==> config.mk <==
export PLATFORM = sky130hd
export DESIGN_NAME = if_fetch_stage
export DESIGN_NICKNAME = d
export VERILOG_FILES = /design/src/rtl/riscv_pkg.sv /design/src/rtl/if_fetch_stage_if_id_reg.sv /design/src/rtl/if_fetch_stage.sv
export SDC_FILE = /design/constraint.sdc
export NUM_CORES = 1
export LEC_CHECK = 0
export BUFFER_PORTS_ARGS = -buffer_cell sky130_fd_sc_hd__buf_4
export CORE_MARGIN = 1
export CORE_UTILIZATION = 30
export DETAILED_ROUTE_END_ITERATION = 10
export PLACE_DENSITY = 0.48
export RECOVER_POWER = 25
export REMOVE_ABC_BUFFERS = 1
export SETUP_SLACK_MARGIN = 0.05
export SLEW_MARGIN = 0
export SYNTH_ARGS = -nofsm -noshare
export SYNTH_HDL_FRONTEND = slang
export SYNTH_SLANG_ARGS = --single-unit
==> constraint.sdc <==
create_clock -name clk -period 5.3 [get_ports clk]
set_input_delay 0.265 -clock clk [delete_from_list [all_inputs] [get_ports clk]]
set_output_delay 0.265 -clock clk [all_outputs]
set_load 0.05 [all_outputs]
==> src/rtl/riscv_pkg.sv <==
// Shared RISC-V front-end definitions.
//   - Major opcode constants consumed by the control decoder.
//   - NOP_INSTR: canonical bubble instruction (addi x0,x0,0).
//   - fetch_state_t: instruction-fetch FSM states.
//   - opcode_of / func3_of: field extractors for a 32-bit instruction.
package riscv_pkg;

  localparam logic [6:0] OP_RTYPE  = 7'b0110011;
  localparam logic [6:0] OP_LOAD   = 7'b0000011;
  localparam logic [6:0] OP_STORE  = 7'b0100011;
  localparam logic [6:0] OP_BRANCH = 7'b1100011;
  localparam logic [6:0] OP_JAL    = 7'b1101111;

  localparam logic [31:0] NOP_INSTR = 32'h0000_0013;

  typedef enum logic [1:0] {
    FETCH   = 2'd0,
    WAIT    = 2'd1,
    HOLD    = 2'd2,
    DISCARD = 2'd3
  } fetch_state_t;

  function automatic logic [6:0] opcode_of(input logic [31:0] instr);
    return instr[6:0];
  endfunction

  function automatic logic [2:0] func3_of(input logic [31:0] instr);
    return instr[14:12];
  endfunction

endpackage

==> src/rtl/if_fetch_stage_if_id_reg.sv <==
// IF/ID pipeline register.
// Ports:
//   clk, rst_n            clock, asynchronous active-low reset
//   flush                 drop the held instruction (highest priority)
//   load                  capture load_instr/load_pc as a valid instruction
//   consume               decoder took the instruction and nothing refills it
//   load_instr, load_pc   data to capture on load
//   valid, instr, pc      registered IF/ID contents
// A flushed or consumed slot is refilled with NOP_INSTR so the decoder always
// sees a harmless encoding; pc keeps its last value in that case.
module if_id_reg #(
  parameter int unsigned      XLEN      = 32,
  parameter logic [31:0]      NOP_INSTR = 32'h0000_0013
) (
  input  logic            clk,
  input  logic            rst_n,
  input  logic            flush,
  input  logic            load,
  input  logic            consume,
  input  logic [31:0]     load_instr,
  input  logic [XLEN-1:0] load_pc,
  output logic            valid,
  output logic [31:0]     instr,
  output logic [XLEN-1:0] pc
);

  always_ff @(posedge clk or negedge rst_n) begin
    if (!rst_n) begin
      valid <= 1'b0;
      instr <= NOP_INSTR;
      pc    <= '0;
    end else if (flush) begin
      valid <= 1'b0;
      instr <= NOP_INSTR;
    end else if (load) begin
      valid <= 1'b1;
      instr <= load_instr;
      pc    <= load_pc;
    end else if (consume) begin
      valid <= 1'b0;
      instr <= NOP_INSTR;
    end
  end

endmodule

==> src/rtl/if_fetch_stage.sv <==
// Instruction-fetch stage with IF/ID register, feeding the control decoder.
// Issues one outstanding request at a time to instruction memory, captures the
// response with its PC, and absorbs a decode stall with a one-entry skid buffer.
// Redirect flushes IF/ID and any in-flight response, then refetches.
//
// Ports:
//   clk, rst_n                          clock, asynchronous active-low reset
//   imem_req/imem_addr/imem_ready       fetch request handshake
//   imem_rvalid/imem_rdata              fetch response
//   stall_i                             decode cannot accept this cycle
//   redirect_i/redirect_pc              taken branch/jump target
//   id_valid/id_instr/id_pc             IF/ID register contents
//   id_opcode/id_func3                  decoder fields of id_instr
//   perf_fetched/perf_bubbles           only when IF_PERF_CNT_EN is defined
//
// Build option: define IF_PERF_CNT_EN to add the two wrapping 32-bit
// performance counters (IF/ID loads, cycles with id_valid=0).
//
// state   | meaning
// FETCH   | request driven at pc, waiting for imem_ready
// WAIT    | request accepted, waiting for the response
// HOLD    | response parked in the skid buffer while decode stalls
// DISCARD | response still owed by memory but belongs to a flushed path
module if_fetch_stage #(
  parameter int unsigned XLEN      = 32,
  parameter logic [XLEN-1:0] RESET_PC  = '0,
  parameter logic [31:0]     NOP_INSTR = riscv_pkg::NOP_INSTR
) (
  input  logic            clk,
  input  logic            rst_n,
  output logic            imem_req,
  output logic [XLEN-1:0] imem_addr,
  input  logic            imem_ready,
  input  logic            imem_rvalid,
  input  logic [31:0]     imem_rdata,
  input  logic            stall_i,
  input  logic            redirect_i,
  input  logic [XLEN-1:0] redirect_pc,
  output logic            id_valid,
  output logic [31:0]     id_instr,
  output logic [XLEN-1:0] id_pc,
  output logic [6:0]      id_opcode,
`ifdef IF_PERF_CNT_EN
  output logic [2:0]      id_func3,
  output logic [31:0]     perf_fetched,
  output logic [31:0]     perf_bubbles
`else
  output logic [2:0]      id_func3
`endif
);

  import riscv_pkg::*;

  fetch_state_t    state, state_nxt;
  logic [XLEN-1:0] pc, req_pc;
  logic [XLEN-1:0] redirect_tgt;

  logic            skid_valid;
  logic [31:0]     skid_instr;
  logic [XLEN-1:0] skid_pc;

  logic            req_accept;
  logic            id_free;
  logic            id_load;
  logic            load_from_skid;
  logic            skid_store;
  logic            skid_clear;
  logic            id_consume;
  logic [31:0]     load_instr;
  logic [XLEN-1:0] load_pc;

  assign req_accept   = (state == FETCH) && imem_ready;
  assign id_free      = !id_valid || !stall_i;
  assign redirect_tgt = redirect_pc & ~XLEN'(3);

  // Gated by rst_n so no request escapes while reset is held.
  assign imem_req  = rst_n && (state == FETCH);
  assign imem_addr = pc;

  always_comb begin
    state_nxt      = state;
    id_load        = 1'b0;
    load_from_skid = 1'b0;
    skid_store     = 1'b0;
    skid_clear     = 1'b0;
    case (state)
      FETCH: begin
        if (imem_ready) state_nxt = redirect_i ? DISCARD : WAIT;
      end
      WAIT: begin
        if (redirect_i) begin
          state_nxt = imem_rvalid ? FETCH : DISCARD;
        end else if (imem_rvalid) begin
          if (id_free) begin
            id_load   = 1'b1;
            state_nxt = FETCH;
          end else begin
            skid_store = 1'b1;
            state_nxt  = HOLD;
          end
        end
      end
      HOLD: begin
        if (redirect_i) begin
          skid_clear = 1'b1;
          state_nxt  = FETCH;
        end else if (!stall_i && skid_valid) begin
          id_load        = 1'b1;
          load_from_skid = 1'b1;
          skid_clear     = 1'b1;
          state_nxt      = FETCH;
        end
      end
      DISCARD: begin
        // A redirect here still owes the old response, so keep waiting for it.
        if (!redirect_i && imem_rvalid) state_nxt = FETCH;
      end
      default: state_nxt = FETCH;
    endcase
  end

  assign id_consume = !stall_i && id_valid && !id_load;
  assign load_instr = load_from_skid ? skid_instr : imem_rdata;
  assign load_pc    = load_from_skid ? skid_pc : req_pc;

  always_ff @(posedge clk or negedge rst_n) begin
    if (!rst_n) begin
      state  <= FETCH;
      pc     <= RESET_PC;
      req_pc <= RESET_PC;
    end else begin
      state <= state_nxt;
      if (req_accept) req_pc <= pc;
      if (redirect_i)      pc <= redirect_tgt;
      else if (req_accept) pc <= pc + XLEN'(4);
    end
  end

  always_ff @(posedge clk or negedge rst_n) begin
    if (!rst_n) begin
      skid_valid <= 1'b0;
      skid_instr <= NOP_INSTR;
      skid_pc    <= '0;
    end else if (skid_clear) begin
      skid_valid <= 1'b0;
    end else if (skid_store && !redirect_i) begin
      skid_valid <= 1'b1;
      skid_instr <= imem_rdata;
      skid_pc    <= req_pc;
    end
  end

  if_id_reg #(
    .XLEN      (XLEN),
    .NOP_INSTR (NOP_INSTR)
  ) u_if_id_reg (
    .clk        (clk),
    .rst_n      (rst_n),
    .flush      (redirect_i),
    .load       (id_load),
    .consume    (id_consume),
    .load_instr (load_instr),
    .load_pc    (load_pc),
    .valid      (id_valid),
    .instr      (id_instr),
    .pc         (id_pc)
  );

  assign id_opcode = opcode_of(id_instr);
  assign id_func3  = func3_of(id_instr);

`ifdef IF_PERF_CNT_EN
  // A load suppressed by redirect is not counted.
  always_ff @(posedge clk or negedge rst_n) begin
    if (!rst_n) begin
      perf_fetched <= '0;
      perf_bubbles <= '0;
    end else begin
      if (id_load && !redirect_i) perf_fetched <= perf_fetched + 32'd1;
      if (!id_valid)              perf_bubbles <= perf_bubbles + 32'd1;
    end
  end
`endif

endmodule

==> flow_summary_export.csv, run 1 <==
group,metric,value,unit
sta,period_share,0.5780,
place,dp_hpwl,13100,um
finish,utilization,0.3776,
finish,layout_commonest_cell,"dfrtp_1",
critical_path,slowest_delay,590,ps
synthesis,ys_async_sr_fraction,1.000,
sta,min_period,3063,ps
floorplan,fp.dieW,170.4,um
synthesis,synth_area_leader_cell,"dfrtp_1",
status,outcome,"finished clean",
critical_path,required,5610,ps
critical_path,critPathTopFamily,"buffers and inverters",
sta,finalSetupViolations,0,
finish,final_nets,886,
floorplan,std_cell_rows,61,
sta,report.final.hold_viol_count,0,
finish,fillers,2800,
sta,max-slew-margin-rel,0.3434,
grt,grt_max_degree,73,
finish,area_delta_synth_final,23.61,%
place,port_buffers,171,
synthesis,ys_ff_latch,188,
power,power.leakage,0.004595,uW
critical_path,cp_cell_sequence,"inv_1, ha_1, nor4bb_4, buf_4, buf_4, mux2_2, mux2_2",
sta,setup_slack,2237,ps
critical_path,crit_fanout,34,
place,gp_routability_congestion,0.6870,
synthesis,synth.distinct_cells,47,
floorplan,start_util,0.3055,
synthesis,synthTopCellsByArea,"dfrtp_1 54%, mux2_2 20%, mux2i_1 3.6%",
cts,clkTransAtPathRegs,80,ps
grt,grt_use_total,0.1487,
sta,slew_violations,0,
synthesis,synth_warnings,0,
synthesis,synthCells,660,
synthesis,ys_seq_area_frac,0.5537,
floorplan,die_h,170.4,um
critical_path,worstSetupPathType,"register to register",
critical_path,start_kind,"register",
synthesis,synth_area,8509,sq um
finish,mostFrequentLayoutCells,"182 x dfrtp_1, 152 x mux2_2, 127 x buf_4",
critical_path,critPathArrivalTime,3370,ps
cts,ctsRootBufferMaster,"clkbuf_16",
critical_path,reg2reg_from,"state[0]",
cts,cts_buffer_depth,2,
min_path,min_path_cells,3,
finish,seq_area,4712,sq um
route,drc,0,
floorplan,fp.dieArea,29040,sq um
cts,htreeDepth,4,
power,powerDensity,495.4,nW/um^2
synthesis,syn_area_per_cell,12.89,sq um
cts,cts_tree,"done",
sta,rsz0062_at_grt,"no",
grt,grt_overflow,0,
grt,antenna_found_initial,0,
floorplan,coreArea,27860,sq um
synthesis,synth.top_cell.area_share,0.5352,
min_path,hp-class,"primary input to register",
finish,drive_gt1_frac,0.3937,
cts,clock-sinks,188,
critical_path,end_kind,"register",
route,viasPerCell,4.695,
finish,multi_input_area,3543,sq um
route,vias,5639,
cts,insertion_delay,430,ps
sta,worstMarginPinSlew,981.4,ps
min_path,hp-start,"redirect_pc[2]",
critical_path,slowest_stage,"buf_4",
critical_path,worstRegToRegCells,7,
critical_path,crit_buf_inv,3,
finish,diodes,0,
sta,fin_skew,13.22,ps
sta,hold-worst-slack,43.29,ps
route,drt-total-wl,20710,um
sta,clock.fmax,326.4,MHz
route,drtAntennaViolNets,0,
run,drv_cap,0,
route,dr.pass1.iters,4,
min_path,holdPathEnd,"imem_addr[2]",
synthesis,synth_ff_type,"dfrtp_1",
floorplan,num_io_pins,178,
route,wl_per_cell,17.24,um
cts,cts_made_buffers,17,
route,first_iter_violations,270,
place,dp_slack,2191,ps
critical_path,r2r_setup_slack,2240,ps
power,ir_worst_vdd,0.2035,mV
grt,grt_pass1_vias,5715,
critical_path,r2r_end,"u_if_id_reg.pc[15]",
grt,grt_pass1_wl,33050,um
synthesis,synth_edf_count,0,
-- routing by layer --
metal / wire (um) / vias up / global-route usage
met5: 0 / - / 0
met4: 193 / 0 / 0.03956
met3: 723 / 12 / 0.03116
met2: 9660 / 107 / 0.2345
met1: 10130 / 2821 / 0.2060
li1: - / 2699 / -
-- kinds of logic after synthesis --
group,count (synthesis),synth area share
AO/OA/AOI/OAI,92,0.07705
XOR/XNOR,12,0.01235
adder cells (fa/ha/maj),6,0.008822
buffers and inverters,64,0.03749
flip-flops,188,0.5537
multiplexers,183,0.2376
other,1,0.0004407
AND/OR/NAND/NOR,114,0.07249
-- per-stage QoR --
stage	power, uW	std cells	TNS, ps	instance area, sq um
final	5211	1201	0	10520
after global routing	5525	1201	0	10520
after CTS	5409	1201	0	10710
after detailed placement	4085	1168	0	10120
after global placement	4062	1168	0	10120
after floorplan	3459	611	-516900	8247
-- power by group --
part           internal, uW  switching, uW
registers              1870            269
logic                   655           1120
clock network           670            623
total                  3200           2010
-- worst min-delay path, stage by stage --
cell and delay (ps):
buf_4 80, nand2_1 40, o21ai_0 50
-- area by class of cell --
class,instances,share of cell area
inverter,12,0.004282
multi-input combinational,411,0.3369
clock buffer,18,0.04080
clock inverter,14,0.01404
tap,378,0.04496
sequential,188,0.4480
timing repair buffer,180,0.1111
-- repair_timing --
item / 4_1_cts / 5_1_grt
endpoints found under the hold margin: 69 / 0
buffers inserted: 0 / 0
gates resized for setup: 0 / 0
hold buffers: 1 / 0
-- state kept, by name, indices dropped and copies added (netlist names) --
signal             count
imem_addr             30
req_pc                30
skid_instr            32
skid_pc               30
skid_valid             1
state                  2
u_if_id_reg.instr     32
u_if_id_reg.pc        30
u_if_id_reg.valid      1
-- cells in the mapped netlist (all sizes together), types with 2 or more instances --
cell,number
nor2b,2
clkbuf,23
o2bb2ai,29
a21oi,4
nand4,8
a31oi,14
mux2i,31
nand2,28
o21ai,22
and2,3
or4,12
mux2,152
nor2,20
ha,6
inv,12
buf,29
dfrtp,182
o31a,2
and4,6
and3,3
dfstp,6
xor2,2
nand2b,2
a2bb2oi,3
nand3,16
nor3,3
or3,4
xnor2,10
nor4,4
o31ai,11
-- worst max-delay path by stage --
stage | startpoint | endpoint | slack, ps | cells after the start
floorplan | state[0] | u_if_id_reg.pc[10] | -8330 | 5
global placement | state[0] | u_if_id_reg.pc[14] | 2220 | 7
detailed placement | state[0] | u_if_id_reg.pc[27] | 2190 | 7
CTS | state[0] | u_if_id_reg.pc[27] | 2180 | 7
global route | state[0] | u_if_id_reg.pc[15] | 2040 | 7
finish | state[0] | u_if_id_reg.pc[15] | 2240 | 7
Note: power is estimated with default switching activity, not from simulation.
==> run 2: changes to the inputs <==
==> constraint.sdc (replaced) <==
create_clock -name clk -period 2.99 [get_ports clk]
set_input_delay 0.1495 -clock clk [delete_from_list [all_inputs] [get_ports clk]]
set_output_delay 0.1495 -clock clk [all_outputs]
set_load 0.05 [all_outputs]
==> flow_summary_export.csv, run 2 (same netlist as run 1, synthesis figures left out) <==
group,metric,value,unit
status,outcome,"finished clean",
min_path,hp-class,"primary input to register",
critical_path,slowest_stage,"or3_4",
critical_path,cp-endpoint,"imem_addr[31]",
route,drc,0,
grt,grt_pass1_vias,5998,
finish,final_cells,1266,
floorplan,fp.dieW,170.4,um
sta,clock.fmax,411.9,MHz
floorplan,std_cell_rows,61,
power,ir_worst_vdd,0.3602,mV
critical_path,slowest_delay,490,ps
route,viasPerCell,4.664,
critical_path,required,3340,ps
sta,finalSetupViolations,0,
floorplan,die_h,170.4,um
place,dp_hpwl,13410,um
cts,ctsRootBufferMaster,"clkbuf_16",
route,drtAntennaViolNets,0,
sta,rsz0062_at_grt,"no",
route,wl_per_cell,16.57,um
grt,antenna_found_initial,0,
route,dr.pass1.iters,4,
sta,slew_violations,0,
finish,drive_gt1_frac,0.3559,
power,finalPower,9288,uW
critical_path,critPathArrivalTime,2780,ps
cts,htreeDepth,4,
cts,clock-sinks,188,
power,powerDensity,831.0,nW/um^2
floorplan,coreArea,27860,sq um
critical_path,worstSetupPathType,"register to register",
finish,fin_area,11180,sq um
critical_path,worstRegToRegCells,7,
power,power.leakage,0.004823,uW
sta,hold-worst-slack,15.99,ps
route,drt-total-wl,20980,um
finish,fillers,2718,
cts,cts_buffer_depth,2,
floorplan,start_util,0.3055,
place,dp_cells,1175,
critical_path,end_kind,"register",
grt,grt_pass1_wl,33200,um
sta,worstMarginPinSlew,1438,ps
floorplan,fp.dieArea,29040,sq um
sta,fin_skew,13.36,ps
critical_path,start_kind,"register",
critical_path,r2r_end,"imem_addr[31]",
critical_path,crit_fanout,15,
finish,mostFrequentLayoutCells,"182 x dfrtp_1, 152 x mux2_2, 113 x buf_4",
critical_path,r2r_setup_slack,560,ps
sta,min_period,2428,ps
sta,setup_tns,0,ps
finish,final_nets,951,
route,vias,5905,
cts,clkTransAtPathRegs,80,ps
sta,report.final.hold_viol_count,0,
floorplan,num_io_pins,178,
grt,grt_use_total,0.1486,
finish,top_regs,"skid_instr: 32 flops, u_if_id_reg.instr: 32 flops",
sta,period_share,0.8120,
finish,layout_commonest_cell,"dfrtp_1",
finish,diodes,0,
cts,cts_made_buffers,17,
grt,grt_max_degree,95,
place,gp_routability_congestion,0.7138,
critical_path,cp_cell_sequence,"inv_1, ha_1, nand4_1, buf_4, or3_4, or4_1, a31oi_1",
grt,grt_overflow,0,
run,drv_cap,0,
route,first_iter_violations,301,
cts,cts_tree,"done",
cts,insertion_delay,430,ps
cts,post-cts-setup-buffers,0,
place,place_area,10250,sq um
sta,max-slew-margin-rel,0.04160,
finish,area_delta_synth_final,31.35,%
critical_path,startpoint,"state[1]",
place,port_buffers,171,
critical_path,reg2reg_from,"state[1]",
-- run 2: cell types whose count changed in the layout (fill, tap and decap cells not counted), sizes merged --
cell,previous run,this run
buf,127,119
clkbuf,70,87
clkinv,2,3
clkinvlp,2,5
dlygate4sd3,1,59
inv,21,15
-- run 2: final cells by class --
type | count | area [sq um] | area share
repair buffers | 245 | 1812 | 0.1621
clock buffers | 20 | 456.7 | 0.04086
clock inverters | 12 | 135.1 | 0.01209
well taps | 378 | 473.0 | 0.04231
flip-flops and latches | 188 | 4712 | 0.4216
inverters | 12 | 45.04 | 0.004030
multi-input cells | 411 | 3543 | 0.3170
-- run 2: where the power goes --
group          total (uW)  internal [uW]  switching (uW)  leakage [uW]
Clock                2290           1220            1070      0.000273
Sequential           3800           3320             474       0.00240
Combinational        3200           1190            2010       0.00215
-- run 2: what timing repair did --
item / in CTS / in global routing
gates resized for setup: 0 / 0
hold buffers: 58 / 1
hold endpoints to repair: 109 / 1
-- run 2: metrics by stage --
stage / worst slack (ps) / util
after floorplan: -10640 / -
final: 562.1 / 0.4012
after global placement: 572.2 / 0.3680
after CTS: 525.4 / 0.4101
after global routing: 348.0 / 0.4012
after detailed placement: 541.6 / 0.3680
-- run 2: worst max-delay path, delay by kind of cell, from the launching register on --
family | cells | cell delay [ps]
AOI/OAI and AO/OA | 1 | 170
buffers and inverters | 2 | 340
adders and majority gates | 1 | 270
and+or+nand+nor | 3 | 1150
DFF | 1 | 420
-- run 2: worst min path at each step --
stage	startpoint	to	slack [ps]	cells after the start
finish	redirect_pc[25]	imem_addr[25]	20	3
global route	redirect_pc[24]	imem_addr[24]	1	3
CTS	redirect_pc[25]	imem_addr[25]	2	3
detailed placement	rst_n	u_if_id_reg.instr[31]	140	1
global placement	rst_n	u_if_id_reg.instr[31]	140	1
floorplan	rst_n	imem_addr[10]	-150	0
-- run 2: per-layer routing --
layer / part of all wire / track usage
met1: 0.48 / 0.1984
met4: 0.0097 / 0.03995
met5: 0 / 0
met2: 0.48 / 0.2445
met3: 0.033 / 0.02953
==> run 3: changes to the inputs <==
--- a/config.mk
+++ b/config.mk
@@ -5,6 +5,7 @@
 export SDC_FILE = /design/constraint.sdc
 export NUM_CORES = 1
 export LEC_CHECK = 0
+export ABC_AREA = 1
 export BUFFER_PORTS_ARGS = -buffer_cell sky130_fd_sc_hd__buf_4
 export CORE_MARGIN = 1
 export CORE_UTILIZATION = 30
==> constraint.sdc (replaced) <==
create_clock -name clk -period 2.5 [get_ports clk]
set_input_delay 0.125 -clock clk [delete_from_list [all_inputs] [get_ports clk]]
set_output_delay 0.125 -clock clk [all_outputs]
set_load 0.05 [all_outputs]
==> flow_summary_export.csv, run 3 <==
group,metric,value,unit
critical_path,critPathArrivalTime,2380,ps
synthesis,yosys.area_share.simple,0.2437,
power,comb_power_share,0.373,
route,drtAntennaViolNets,0,
sta,hold-worst-slack,16.07,ps
critical_path,end_kind,"register",
grt,grt.met2_usage,0.2715,
grt,globalRouteMet3Util,0.03544,
cts,clock-sinks,188,
power,switching_share,0.4222,
synthesis,synth_compound_area_frac,0.1235,
min_path,hp-start,"redirect_pc[31]",
floorplan,fp.dieArea,31410,sq um
route,drc,0,
route,drt-total-wl,25540,um
place,dp_hpwl,17260,um
cts,cts_buffer_depth,2,
critical_path,crit_fanout,45,
finish,top_regs,"skid_instr: 32 flops, u_if_id_reg.instr: 32 flops",
critical_path,startpoint,"state[1]",
synthesis,synth_area,9213,sq um
power,ir_worst_vdd,0.4922,mV
place,port_buffers,171,
synthesis,synth_top_family_by_area,"simple AND/OR/NAND/NOR gates",
grt,grt_use_total,0.1687,
floorplan,num_io_pins,178,
cts,cts_made_buffers,17,
power,finalPower,11750,uW
floorplan,fp.dieW,177.2,um
status,outcome,"finished clean",
synthesis,synth.distinct_cells,34,
grt,grt.busiest_layer,"met2",
power,seqPwrFrac,0.389,
synthesis,synthCells,1144,
cts,clkTransAtPathRegs,70,ps
finish,area_delta_synth_final,28.78,%
finish,mostFrequentLayoutCells,"357 x nand2_1, 182 x dfrtp_1, 181 x buf_4",
sta,report.final.hold_viol_count,0,
synthesis,synth_ff_type,"dfrtp_1",
grt,antenna_found_initial,0,
synthesis,synth_common_cells,"358 x nand2_1, 182 x dfrtp_1, 126 x inv_1",
synthesis,syn_area_per_cell,8.053,sq um
cts,ctsRootBufferMaster,"clkbuf_16",
cts,htreeDepth,4,
synthesis,synth_edf_count,0,
sta,finalSetupViolations,0,
critical_path,reg2reg_from,"state[1]",
synthesis,synth.top_cell.area_share,0.4944,
power,powerDensity,990.7,nW/um^2
sta,rsz0062_at_grt,"no",
critical_path,worstSetupPathType,"register to register",
sta,setup_slack,476.0,ps
route,viasPerCell,4.449,
floorplan,coreArea,29950,sq um
finish,layout_commonest_cell,"nand2_1",
sta,slew_violations,0,
sta,min_period,2024,ps
floorplan,std_cell_rows,63,
synthesis,synth_mux_area_frac,0.004889,
place,gp_routability_congestion,0.8051,
synthesis,ys_ff_latch,188,
grt,grt_use_met1,0.2320,
finish,diodes,0,
synthesis,synthTopCellsByArea,"dfrtp_1 49%, nand2_1 15%, inv_1 5.1%",
route,vias,7750,
finish,final_nets,1415,
cts,cts_tree,"done",
sta,period_share,0.8096,
power,power.leakage,0.006167,uW
place,dp_slack,461.7,ps
critical_path,start_kind,"register",
critical_path,r2r_setup_slack,480,ps
finish,final_cells,1742,
synthesis,synth_area_leader_cell,"dfrtp_1",
route,dr.pass1.iters,5,
cts,insertion_delay,430,ps
sta,clock.fmax,494.1,MHz
floorplan,die_h,177.2,um
synthesis,synth_warnings,0,
power,clkPwrFrac,0.238,
min_path,hp-class,"primary input to register",
power,p_switching,4963,uW
sta,fin_skew,11.32,ps
run,drv_cap,0,
grt,grt_pass1_wl,40980,um
grt,grt_overflow,0,
grt,grt_max_degree,85,
synthesis,ys_async_sr_fraction,1.000,
synthesis,ys_seq_area_frac,0.5115,
floorplan,start_util,0.3076,
synthesis,synth_fa_ha_area_frac,0.008149,
synthesis,synth_xor_area_frac,0.005704,
route,first_iter_violations,414,
critical_path,required,2860,ps
sta,max-slew-margin-rel,0.1902,
place,dp_cells,1655,
cts,post-cts-setup-buffers,0,
synthesis,synthMostInstantiatedCell,"nand2_1",
grt,grt_pass1_vias,7490,
finish,drive_gt1_frac,0.1938,
sta,worstMarginPinSlew,1215,ps
route,wl_per_cell,14.66,um
power,internal_power,6791,uW
-- run 3: repair_timing --
item,in CTS,in global routing
resized for setup,0,0
hold endpoints to repair,101,0
hold buffers,55,0
-- run 3: logic make-up after synthesis --
logic type      Yosys count
mux                       3
compound gates          190
buf+inv                 198
simple gates            552
other cells               1
xor+xnor                  6
flops                   188
fa+ha+maj                 6
-- run 3: power groups by stage --
stage	Combinational (uW)	Sequential [uW]	Clock (uW)
6_report	4390	4570	2800
5_1_grt	4810	4690	3010
4_1_cts	4460	4580	2900
3_5_place_dp	4380	4620	0
3_3_place_gp	4330	4610	0
2_1_floorplan	1430	5990	0
-- run 3: worst max-delay path, stage by stage, from the launching register on --
cell and delay (ps):
dfrtp_1 390, inv_1 90, ha_1 230, nand2_2 110, nor2_4 50, nand2_4 450
buf_4 420, nor2_1 70, a21oi_1 130
-- run 3: through the flow --
stage | instance area [sq um] | setup TNS [ps] | util
floorplan | 8773 | -2.327 | -
global placement | 10740 | 0 | 0.3584
detailed placement | 10740 | 0 | 0.3584
CTS | 11880 | 0 | 0.3965
global route | 11860 | 0 | 0.3961
finish | 11860 | 0 | 0.3961
-- run 3: worst paths after layout --
kind | end | cells past startpoint
setup / recovery | skid_pc[23] | 8
hold / removal | imem_addr[31] | 5
setup reg to reg | skid_pc[23] | 8
hold reg to reg | u_if_id_reg.pc[10] | 2
max in group asynchronous | imem_addr[8] | 3
min in group asynchronous | u_if_id_reg.instr[8] | 2
-- run 3: per-layer routing --
metal	part of all wire	vias to the layer above
li1	-	3978
met1	0.48	3587
met2	0.46	173
met3	0.051	12
met4	0.0074	0
met5	0	-
-- run 3: final cells by class --
cell class                 instances  area [sq um]
clock inverter                    13         156.4
timing repair buffer             242          2011
multi-input combinational        761          3572
fill                            3124         18090
sequential                       188          4712
clock buffer                      19         432.9
inverter                         129         491.7
tap                              390         488.0
